File: config.mk
export PLATFORM = sky130hd
export DESIGN_NAME = mem_arbiter
export DESIGN_NICKNAME = d
export VERILOG_FILES = /design/src/rtl/mem_arbiter.sv
export SDC_FILE = /design/constraint.sdc
export NUM_CORES = 1
export LEC_CHECK = 0
export ABC_AREA = 1
export CAP_MARGIN = 20
export CORE_MARGIN = 3
export CORE_UTILIZATION = 45
export DETAILED_ROUTE_END_ITERATION = 7
export HOLD_SLACK_MARGIN = 0.1
export PLACE_DENSITY = 0.93
export SYNTH_ARGS = -nofsm -noshare
export SYNTH_HDL_FRONTEND = slang
export SYNTH_SLANG_ARGS = --single-unit
File: constraint.sdc
create_clock -name clk -period 7.8 [get_ports clk]
set_input_delay 1.17 -clock clk [delete_from_list [all_inputs] [get_ports clk]]
set_output_delay 1.17 -clock clk [all_outputs]
set_load 0.01 [all_outputs]
File: src/rtl/mem_arbiter.sv
// Arbitrates the single-port unified memory between instruction fetch and
// data load/store. Data normally wins; a saturating counter forces fetch through.
module mem_arbiter #(
    parameter int DATA_WIDTH   = 32,
    parameter int ADDR_WIDTH   = 32,
    parameter int STARVE_LIMIT = 4
) (
    input  logic                    clk,
    input  logic                    rst,
    input  logic                    if_req,
    input  logic [ADDR_WIDTH-1:0]   if_addr,
    output logic                    if_gnt,
    output logic                    if_rvalid,
    output logic [DATA_WIDTH-1:0]   if_rdata,
    input  logic                    d_req,
    input  logic                    d_we,
    input  logic [ADDR_WIDTH-1:0]   d_addr,
    input  logic [DATA_WIDTH-1:0]   d_wdata,
    input  logic [DATA_WIDTH/8-1:0] d_be,
    output logic                    d_gnt,
    output logic                    d_rvalid,
    output logic [DATA_WIDTH-1:0]   d_rdata,
    output logic                    mem_req,
    output logic                    mem_we,
    output logic [ADDR_WIDTH-1:0]   mem_addr,
    output logic [DATA_WIDTH-1:0]   mem_wdata,
    output logic [DATA_WIDTH/8-1:0] mem_be,
    input  logic                    mem_ack,
    input  logic [DATA_WIDTH-1:0]   mem_rdata,
    output logic                    busy
);

    typedef enum logic [1:0] {IDLE, BUSY_IF, BUSY_D} state_t;

    localparam logic [3:0] LIMIT = 4'(STARVE_LIMIT);

    state_t     state_reg, state_next;
    logic [3:0] starve_cnt_reg, starve_cnt_next;

    always_ff @(posedge clk or posedge rst) begin
        if (rst) begin
            state_reg      <= IDLE;
            starve_cnt_reg <= 4'd0;
        end else begin
            state_reg      <= state_next;
            starve_cnt_reg <= starve_cnt_next;
        end
    end

    // Grants are only ever issued from IDLE, and never both in one cycle.
    always_comb begin
        state_next      = state_reg;
        starve_cnt_next = starve_cnt_reg;
        d_gnt           = 1'b0;
        if_gnt          = 1'b0;
        case (state_reg)
            IDLE: begin
                if (d_req && !(if_req && starve_cnt_reg == LIMIT)) begin
                    d_gnt      = 1'b1;
                    state_next = BUSY_D;
                    if (if_req && starve_cnt_reg < LIMIT)
                        starve_cnt_next = starve_cnt_reg + 4'd1;
                end else if (if_req) begin
                    if_gnt          = 1'b1;
                    state_next      = BUSY_IF;
                    starve_cnt_next = 4'd0;
                end
            end
            BUSY_IF, BUSY_D: begin
                if (mem_ack)
                    state_next = IDLE;
            end
            default: state_next = IDLE;
        endcase
    end

    assign busy = (state_reg != IDLE);

    always_ff @(posedge clk or posedge rst) begin
        if (rst) begin
            mem_req   <= 1'b0;
            mem_we    <= 1'b0;
            mem_addr  <= '0;
            mem_wdata <= '0;
            mem_be    <= '0;
            if_rvalid <= 1'b0;
            d_rvalid  <= 1'b0;
            if_rdata  <= '0;
            d_rdata   <= '0;
        end else begin
            if_rvalid <= 1'b0;
            d_rvalid  <= 1'b0;
            if (d_gnt) begin
                mem_req   <= 1'b1;
                mem_we    <= d_we;
                mem_addr  <= d_addr;
                mem_wdata <= d_wdata;
                mem_be    <= d_be;
            end else if (if_gnt) begin
                mem_req   <= 1'b1;
                mem_we    <= 1'b0;
                mem_addr  <= if_addr;
                mem_wdata <= '0;
                mem_be    <= '1;
            end
            // Acks seen in IDLE are stray and deliberately ignored.
            if (state_reg == BUSY_IF && mem_ack) begin
                mem_req   <= 1'b0;
                if_rvalid <= 1'b1;
                if_rdata  <= mem_rdata;
            end
            if (state_reg == BUSY_D && mem_ack) begin
                mem_req  <= 1'b0;
                d_rvalid <= 1'b1;
                if (!mem_we)
                    d_rdata <= mem_rdata;
            end
        end
    end

endmodule

# ---- Word level (Yosys, flattened, before mapping)
# Index checks and enable logic that the tools add are counted.
dict set report op_classes {
  addsub 1
  magnitude_cmp 1
  eq_ne 6
  n_mux 26
  bitwise_logic 1
  n_reduce_logical 15
}
# cell n
set ops {}
lappend ops {{$mux W32} 4}
lappend ops {{$mux W4} 5}
lappend ops {{$mux W1} 13}
lappend ops {{$mux W2} 3}
lappend ops {{$reduce_bool A2 Y1} 3}
lappend ops {{$logic_and A1 B1 Y1} 5}
lappend ops {{$add A4 B1 Y4 const B} 1}
lappend ops {{$eq A4 B3 Y1 const B} 1}
lappend ops {{$lt A4 B3 Y1 const B} 1}
lappend ops {{$pmux W2 S2} 1}
lappend ops {{$reduce_and A2 Y1} 2}
lappend ops {{$reduce_bool A4 Y1} 1}
lappend ops {{$ne A3 B3 Y1 const B} 1}
lappend ops {{$reduce_and A3 Y1} 1}
lappend ops {{$eq A2 B1 Y1 const B} 1}
lappend ops {{$eq A2 B2 Y1 const B} 1}
lappend ops {{$logic_not A2 Y1} 1}
lappend ops {{$ne A2 B1 Y1 const B} 1}
lappend ops {{$ne A2 B2 Y1 const B} 1}
lappend ops {{$reduce_or A2 Y1} 1}
lappend ops {{$logic_not A1 Y1} 1}
lappend ops {{$not A1 Y1} 1}
dict set report totals {
  regBits 142
  in_bits 138
  elab_cells 61
}

# ---- Longest topological paths before layout
# Gate-level depths: netlist (run 1).
dict set report logic_depth {
  ltp_word 10
  mapped_depth 10
}

# ---- Least setup slack after synthesis (run 1)
# OpenSTA, ideal clock, no wires.
dict set report synth_timing {
  path_type {input port to output port}
  startpoint {input if_req}
  endpoint {output if_gnt}
  arrival_ns 1.718
  slack_ns 4.912
  path_stages 7
  n_path_buf 1
  cell_sequence {nand2_1 -> inv_1 -> nand2_2 -> buf_6 -> nand2_1 -> nand2_1 -> inv_1}
}
dict set report synth_via {
  elab_chain_cells 5
  word_cells_on_any_way 6
}
# item line
set synth_lines {}
lappend synth_lines {{start: declaration} 10} ;# input logic if_req,
lappend synth_lines {{$logic_and A1 B1 Y1} 58} ;# if (d_req && !(if_req && starve_cnt_reg == LIMIT)) begin
lappend synth_lines {{$logic_not A1 Y1} 58}
lappend synth_lines {{$logic_and A1 B1 Y1} 58}
lappend synth_lines {{$mux W1 *} 58}
lappend synth_lines {{$mux W1 *} 56} ;# case (state_reg)
lappend synth_lines {{end: declaration} 12} ;# output logic if_gnt,
# Every way passes the cells marked *; elsewhere a longest branch is shown, timed or not.

# ---- Worst setup path in the final report (run 1)
dict set report layout_timing {
  startpoint {input if_req}
  endpoint {output d_gnt}
}
dict set report layout_via {
  elab_chain_cells 5
}
# item line
set layout_lines {}
lappend layout_lines {{$logic_and A1 B1 Y1} 58}
lappend layout_lines {{$logic_not A1 Y1} 58}
lappend layout_lines {{$logic_and A1 B1 Y1} 58}
lappend layout_lines {{$mux W1} 58}
lappend layout_lines {{$mux W1} 56}
lappend layout_lines {{end: declaration} 20} ;# output logic d_gnt,
# No other way between the ends.

==> results of run 1 <==
[worst paths after layout]
kind | slack [ns] | end | depth (start not counted) | from
worst max-delay path | 2.15 | d_gnt | 7 | if_req
worst min-delay path | 0.48 | mem_addr[24]$_DFFE_PP0P_ | 2 | mem_addr[24]$_DFFE_PP0P_
worst max register to register | 4.75 | mem_wdata[29]$_DFFE_PP0P_ | 9 | starve_cnt_reg[0]$_DFFE_PP0P_
worst min register to register | 0.48 | mem_addr[24]$_DFFE_PP0P_ | 2 | mem_addr[24]$_DFFE_PP0P_
max in group asynchronous | 5.59 | mem_wdata[7]$_DFFE_PP0P_ | 4 | rst
min in group asynchronous | 1.18 | d_rdata[21]$_DFFE_PP0P_ | 2 | rst
[metrics by stage]
step / worst slack (ns) / util [%] / instance area, sq um / cells
2_1_floorplan: 2.82 / - / 6150 / 746
3_3_place_gp: 2.22 / 67.2 / 8940 / 1159
3_5_place_dp: 2.14 / 67.2 / 8940 / 1159
4_1_cts: 2.14 / 71.9 / 9560 / 1191
5_1_grt: 1.83 / 72.5 / 9640 / 1194
6_report: 2.15 / 72.5 / 9640 / 1194
[layout make-up]
cell class                 instances  area, sq um  area share [%]
multi-input combinational        468         2020            20.9
tap                              176          220            2.29
clock buffer                      18          429            4.45
timing repair buffer             283         2870            29.8
clock inverter                    14          194            2.01
sequential                       142         3550            36.9
inverter                          93          354            3.67
[power by group]
group	total, mW	internal (mW)	switching (mW)
Sequential	1.28	1.08	0.202
Combinational	1.69	0.850	0.844
Clock	0.858	0.517	0.341
Total	3.83	2.45	1.39
[worst max-delay path, stage by stage]
cell	delay (ns)
clkdlybuf4s50_1	0.50
nand2_1	0.10
inv_1	0.05
nand2_2	0.50
nand3_2	0.74
inv_2	0.74
clkdlybuf4s50_1	0.65
[placed cells by master, fill, tap and decap left out, drive strengths merged]
cell type,n
xor2,1
inv,102
clkbuf,18
clkdlybuf4s50,276
o21ai,67
ha,5
a211oi,1
bufinv,3
clkinv,2
nand4,36
dfrtp,142
buf,7
nor2,6
or2,1
nand3,2
nand2,349
[per-layer routing]
layer	track usage [%]	vias up
li1	-	2801
met1	27.9	2721
met2	40.3	263
met3	6.45	41
met4	8.54	0
met5	0	-
[logic make-up after synthesis]
group                      after synthesis
DFF                                    142
and+or+nand+nor                        394
xor gates and xnor gates                 1
AOI/OAI and AO/OA                       68
buffers and inverters                  136
adders and majority gates                5
==> flow_summary.toml, run 1 <==
[yosys]
synth-compound-area-share_pct = 5.76
synth_top_area_cell = "dfrtp_1"
syn_nets = 889
synth_async_sr_flop_share_pct = 100
muxShareOfSynthArea_pct = 0
synth_cell_types = 21
synthSimpleGateAreaFrac_pct = 25.7
synth_edf_count = 0
synth_area_leaders = "dfrtp_1, nand2_1, inv_1"
ys_seq_area_share_pct = 57.8
synth_fa_ha_area_share_pct = 1.02
ys_ff_latch = 142
avgSynthCellArea_sq_um = 8.25
ys.flop_type = "dfrtp_1"
synthTopCellsByCount = "nand2_1, dfrtp_1, inv_1, nand4_1, o21ai_0"
synth_xor_xnor_area_share_pct = 0.142
synth_top_cell_area_share_pct = 57.8
synth.cell_area_sq_um = 6150
yosysMostFrequentCell = "nand2_1"
ys_warn_count = 0
syn_inst = 746
synth_top_family_by_area = "simple AND/OR/NAND/NOR gates"

[cells_and_area]
drive_above_1_share_pct = 4.72
finalNetCount = 1148
n_antenna_cell = 0
syn_to_final_growth_pct = 56.7
fillers = 944

[timing]
hold_viol_final = 0
setup_viol = 0
rsz0062_at_grt = "no"
period_minus_slack_ns = 5.65
tightest_slew_ns = 0.731
tns_ns = 0
max_freq_mhz = 177
hold_ws_ns = 0.477
slew_headroom_pct = 51.2
finalCritPeriodShare_pct = 72.5
drv_slew = 0
finalClockSkew_ns = 0.0109

[detailed_routing]
dr_wl_met2_um = 9290
drt_iter0_drc = 426
vias = 5826
drt_wl_total_um = 18300
wl_per_cell_um = 15.3
dr.pass1.iters = 5
top_layer_used = "met4"
met3_wirelength_um = 1560
postRouteAntennaNets = 0
drt-met1-wl_um = 7010
drc = 0
via_per_inst = 4.88

[floorplan]
io_pins = 277
die_h_um = 123
die-area_sq_um = 15100
core_area_sq_um = 13300
fp-row-count = 42
start_util_pct = 46.3
die_x_um = 123

[global_route]
antenna_found_initial = 0
grt_pass1_wl_um = 27600
track_usage_pct = 23.3
grt_pass1_vias = 5615
grt_overflow = 0
grt_max_degree = 86

[flow_run]
drv_cap = 0

[clock_tree]
cts.path.max_buffers = 2
cts_buffers = 17
clkLatencyLatePin_ns = 0.41
cts_root_buf = "clkbuf_16"
cts_tree = "yes"
cts.repair.resized = 0
ctsHoldBuffers = 0
cts.clk_slew.worst_paths_ns = 0.06
clock-sinks = 142
h-tree-depth = 4
postCtsSetupBuffers = 0

[power]
pwr_density_cell_nw_per_um2 = 398
peakVddDrop_mv = 0.203
fin_total_pwr_mw = 3.83
leakage_nw = 4.88

[setup_path]
startpoint_type = "primary input"
arrival_ns = 4.48
worst-setup-path-type = "in2out"
critPathMaxFanout = 38
cp-end-kind = "output pin"
crit_required_ns = 6.63

[worst_hold_path]
hold_class = "reg2reg"

[outcome]
outcome = "finished, final reports clean"

[placement]
io_buffers = 276
dp_hpwl_um = 12700
place_congestion = 0.856
No activity file was read; power rests on OpenSTA's default activity.
==> inputs of run 2 (changes only) <==
- CORE_UTILIZATION: 45 -> 42
- PLACE_DENSITY: 0.93 -> 0.88
- clock period: 7.8 -> 5.45 ns (I/O delays scaled with it)
==> flow_summary.toml, run 2 (same netlist as run 1, synthesis figures left out) <==
[worst_hold_path]
hold_class = "reg2reg"
hold_path_depth = 2

[floorplan]
start_util_pct = 43.6
die_x_um = 127
die-area_sq_um = 16100
fp-row-count = 43
io_pins = 277
core_area_sq_um = 14100
die_h_um = 127

[flow_run]
drv_cap = 0

[clock_tree]
h-tree-depth = 4
cts.path.max_buffers = 2
cts_buffers = 17
cts_tree = "yes"
ctsHoldBuffers = 0
clock-sinks = 142
cts.clk_slew.worst_paths_ns = 0.06
postCtsSetupBuffers = 0
cts_root_buf = "clkbuf_16"
cts.repair.resized = 0
clkLatencyLatePin_ns = 0.41

[timing]
tightest_slew_ns = 0.846
hold_ws_ns = 0.476
max_freq_mhz = 266
hold_viol_final = 0
finalCritPeriodShare_pct = 69.0
rsz0062_at_grt = "no"
drv_slew = 0
tns_ns = 0
setup_viol = 0
finalClockSkew_ns = 0.0107
slew_headroom_pct = 43.6
period_minus_slack_ns = 3.76

[power]
leakage_nw = 4.82
pwr_density_cell_nw_per_um2 = 554
peakVddDrop_mv = 0.323
fin_total_pwr_mw = 5.28

[cells_and_area]
fillers = 1102
layoutNonFillerInstCount = 1199
mostFrequentLayoutCell = "nand2_1"
multi_input_area_sq_um = 2020
drive_above_1_share_pct = 4.71
n_antenna_cell = 0
syn_to_final_growth_pct = 55.0
final_area_sq_um = 9530
finalNetCount = 1149
seq_area_sq_um = 3550
final_cell_mix = "nand2_1, clkdlybuf4s50_1, dfrtp_1, inv_1, nand4_1"

[global_route]
use_met1_pct = 25.4
grtUsageMet2_pct = 37.0
grt_overflow = 0
grt_pass1_vias = 5684
track_usage_pct = 21.6
grt_max_degree = 97
antenna_found_initial = 0
grt_pass1_wl_um = 27800
met3_usage_pct = 6.73
top_usage_layer = "met2"

[placement]
dp_cells = 1166
io_buffers = 276
placed_area_sq_um = 8960
place_congestion = 0.891
dp_hpwl_um = 12400

[setup_path]
critPathMaxFanout = 34
cp-end-kind = "output pin"
startpoint_type = "register"
arrival_ns = 2.94
crit_required_ns = 4.63
worst-setup-path-type = "reg2out"
worst_r2r_path_depth = 8
r2r_setup_slack_ns = 3.17

[detailed_routing]
postRouteAntennaNets = 0
vias = 5717
drt_wl_total_um = 17400
drc = 0
wl_per_cell_um = 14.5
dr.pass1.iters = 4
via_per_inst = 4.77
drt_iter0_drc = 319

[outcome]
outcome = "finished, final reports clean"
## run 2: changes by cell type in the layout (fill, tap and decap cells not counted), sizes merged
cell	previous run	this run
clkbuf	18	19
clkinv	2	6
buf	7	8
bufinv	3	1
clkinvlp	0	4
inv	102	95
## run 2: area by class of cell
type,count,share of cell area [%]
tap,180,2.36
inverter,93,3.71
sequential,142,37.3
multi-input combinational,468,21.2
clock buffer,19,4.54
timing repair buffer,284,29.7
clock inverter,13,1.21
## run 2: worst max-delay path: stages (launching register included)
cell and delay, ns:
dfrtp_1 0.39, inv_1 0.09, ha_1 0.58, nand2_1 0.14, inv_2 0.44, nand2_1 0.20, inv_1 0.13, clkdlybuf4s50_1 0.56
## run 2: report_power, final
| group | internal [mW] | total (mW) | switching, mW |
|---|---|---|---|
| logic | 1.21 | 2.40 | 1.18 |
| clock network | 0.627 | 1.07 | 0.447 |
| registers | 1.55 | 1.81 | 0.268 |
| total | 3.38 | 5.28 | 1.90 |
## run 2: metal layers
layer	share of wire (%)	wire (um)
met5	0	0
met3	8.4	1460
met1	40	6900
met4	2.3	401
met2	50	8610
## run 2: final timing paths
check | from | end
max | state_reg[0]$_DFFE_PP0P_ | if_gnt
min | mem_wdata[18]$_DFFE_PP0P_ | mem_wdata[18]$_DFFE_PP0P_
max reg2reg | state_reg[0]$_DFFE_PP0P_ | starve_cnt_reg[2]$_DFFE_PP0P_
min reg2reg | mem_wdata[18]$_DFFE_PP0P_ | mem_wdata[18]$_DFFE_PP0P_
max in group asynchronous | rst | d_rdata[0]$_DFFE_PP0P_
min in group asynchronous | rst | if_rdata[22]$_DFFE_PP0P_
## run 2: per-stage QoR
stage                     utilization, %  setup slack [ns]
after floorplan                        -             0.823
after global placement              63.6              1.82
after detailed placement            63.6              1.78
after CTS                           67.5              1.66
after global routing                67.6              1.45
final                               67.6              1.69
==> inputs of run 3 (changes only) <==
- clock period: 5.45 -> 3.6 ns (I/O delays scaled with it)
==> flow_summary.toml, run 3 (same netlist as run 1, synthesis figures left out) <==
[timing]
drv_slew = 0
hold_ws_ns = 0.412
finalCritPeriodShare_pct = 84.6
max_freq_mhz = 329
rsz0062_at_grt = "no"
hold_viol_final = 0
tightest_slew_ns = 0.696
tns_ns = 0
setup_viol = 0
slew_headroom_pct = 53.6
period_minus_slack_ns = 3.04
finalClockSkew_ns = 0.0102

[floorplan]
die-area_sq_um = 16100
io_pins = 277
start_util_pct = 43.6
fp-row-count = 43
die_x_um = 127
core_area_sq_um = 14100
die_h_um = 127

[setup_path]
rr_startpoint = "state_reg[0]$_DFFE_PP0P_"
slowest_stage = "clkdlybuf4s50_1"
critPathMaxFanout = 19
crit_path_frequent_cell = "nand2_1"
r2r_end = "mem_wdata[8]$_DFFE_PP0P_"
worst_r2r_path_depth = 7
crit_path_max_incr_delay_ns = 0.56
path_cells = "clkdlybuf4s50_1, nand2_1, inv_1, nand2_2, nand2_1, nand2_1, inv_1, clkdlybuf4s50_1"
worst-setup-path-type = "in2out"
startpoint_type = "primary input"
crit_required_ns = 3.06
r2r_setup_slack_ns = 1.48
cp-end-kind = "output pin"
arrival_ns = 2.50

[outcome]
outcome = "finished, final reports clean"

[clock_tree]
cts.clk_slew.worst_paths_ns = 0.06
h-tree-depth = 4
cts_root_buf = "clkbuf_16"
postCtsSetupBuffers = 0
clock-sinks = 142
cts.path.max_buffers = 2
clkLatencyLatePin_ns = 0.42
cts.repair.resized = 0
ctsHoldBuffers = 0
cts_tree = "yes"
cts_buffers = 17

[cells_and_area]
finalNetCount = 1154
mostFrequentLayoutCell = "nand2_1"
final_cell_mix = "nand2_1, clkdlybuf4s50_1, dfrtp_1, inv_1, nand4_1"
syn_to_final_growth_pct = 56.7
fillers = 1075
n_antenna_cell = 0
drive_above_1_share_pct = 5.18

[detailed_routing]
via_per_inst = 4.78
drt_iter0_drc = 307
wl_per_cell_um = 15.4
postRouteAntennaNets = 0
drt_wl_total_um = 18600
drc = 0
dr.pass1.iters = 5
vias = 5753

[flow_run]
drv_cap = 0

[placement]
io_buffers = 276
dp_hpwl_um = 13200
place_congestion = 0.830

[global_route]
grt_pass1_wl_um = 29600
grt_max_degree = 79
grt_overflow = 0
grt_pass1_vias = 5831
antenna_found_initial = 0
track_usage_pct = 23.2

[power]
leakage_nw = 4.87
pwr_density_cell_nw_per_um2 = 855
peakVddDrop_mv = 0.423
fin_total_pwr_mw = 8.24

[worst_hold_path]
hold_class = "in2async"
[run 3: critical path: cells and delay by family]
family	cells	cell delay [ns]
AND/OR/NAND/NOR	4	0.65
buffers and inverters	4	1.31
[run 3: through the flow]
stage / utilization, % / setup WS (ns) / cell area, sq um / instances
3_5_place_dp: 64.0 / 0.549 / 9030 / 1171
3_3_place_gp: 64.0 / 0.666 / 9030 / 1171
2_1_floorplan: - / 1.28 / 6150 / 746
5_1_grt: 68.4 / 0.401 / 9640 / 1203
4_1_cts: 68.2 / 0.548 / 9620 / 1202
6_report: 68.4 / 0.556 / 9640 / 1203
[run 3: worst max path at each step]
stage	endpoint	depth (start not counted)	slack (ns)	start
2_1_floorplan	d_rdata[0]$_DFFE_PP0P_	1	1.28	rst
3_3_place_gp	if_gnt	8	0.67	if_req
3_5_place_dp	if_gnt	8	0.55	if_req
4_1_cts	if_gnt	8	0.55	if_req
5_1_grt	if_gnt	8	0.40	if_req
6_report	if_gnt	8	0.56	if_req
[run 3: area by class of cell]
type                       count  area, sq um  share of cell area [%]
inverter                      93          353                    3.66
multi-input combinational    468         2020                    20.9
tap                          180          225                    2.34
sequential                   142         3550                    36.9
clock buffer                  18          429                    4.45
clock inverter                13          165                    1.71
timing repair buffer         289         2900                    30.1
[run 3: power by group]
group	total (mW)	switching (mW)	internal, mW
Sequential	2.77	0.425	2.34
Combinational	3.70	1.84	1.86
Clock	1.77	0.686	1.09
Total	8.24	2.95	5.29
[run 3: routing by layer]
metal,wire [um],vias to the layer above,track usage [%]
met5,0,-,0
met4,521,0,9.40
met3,1680,42,8.40
met2,9230,259,39.1
met1,7110,2644,27.1
li1,-,2808,-
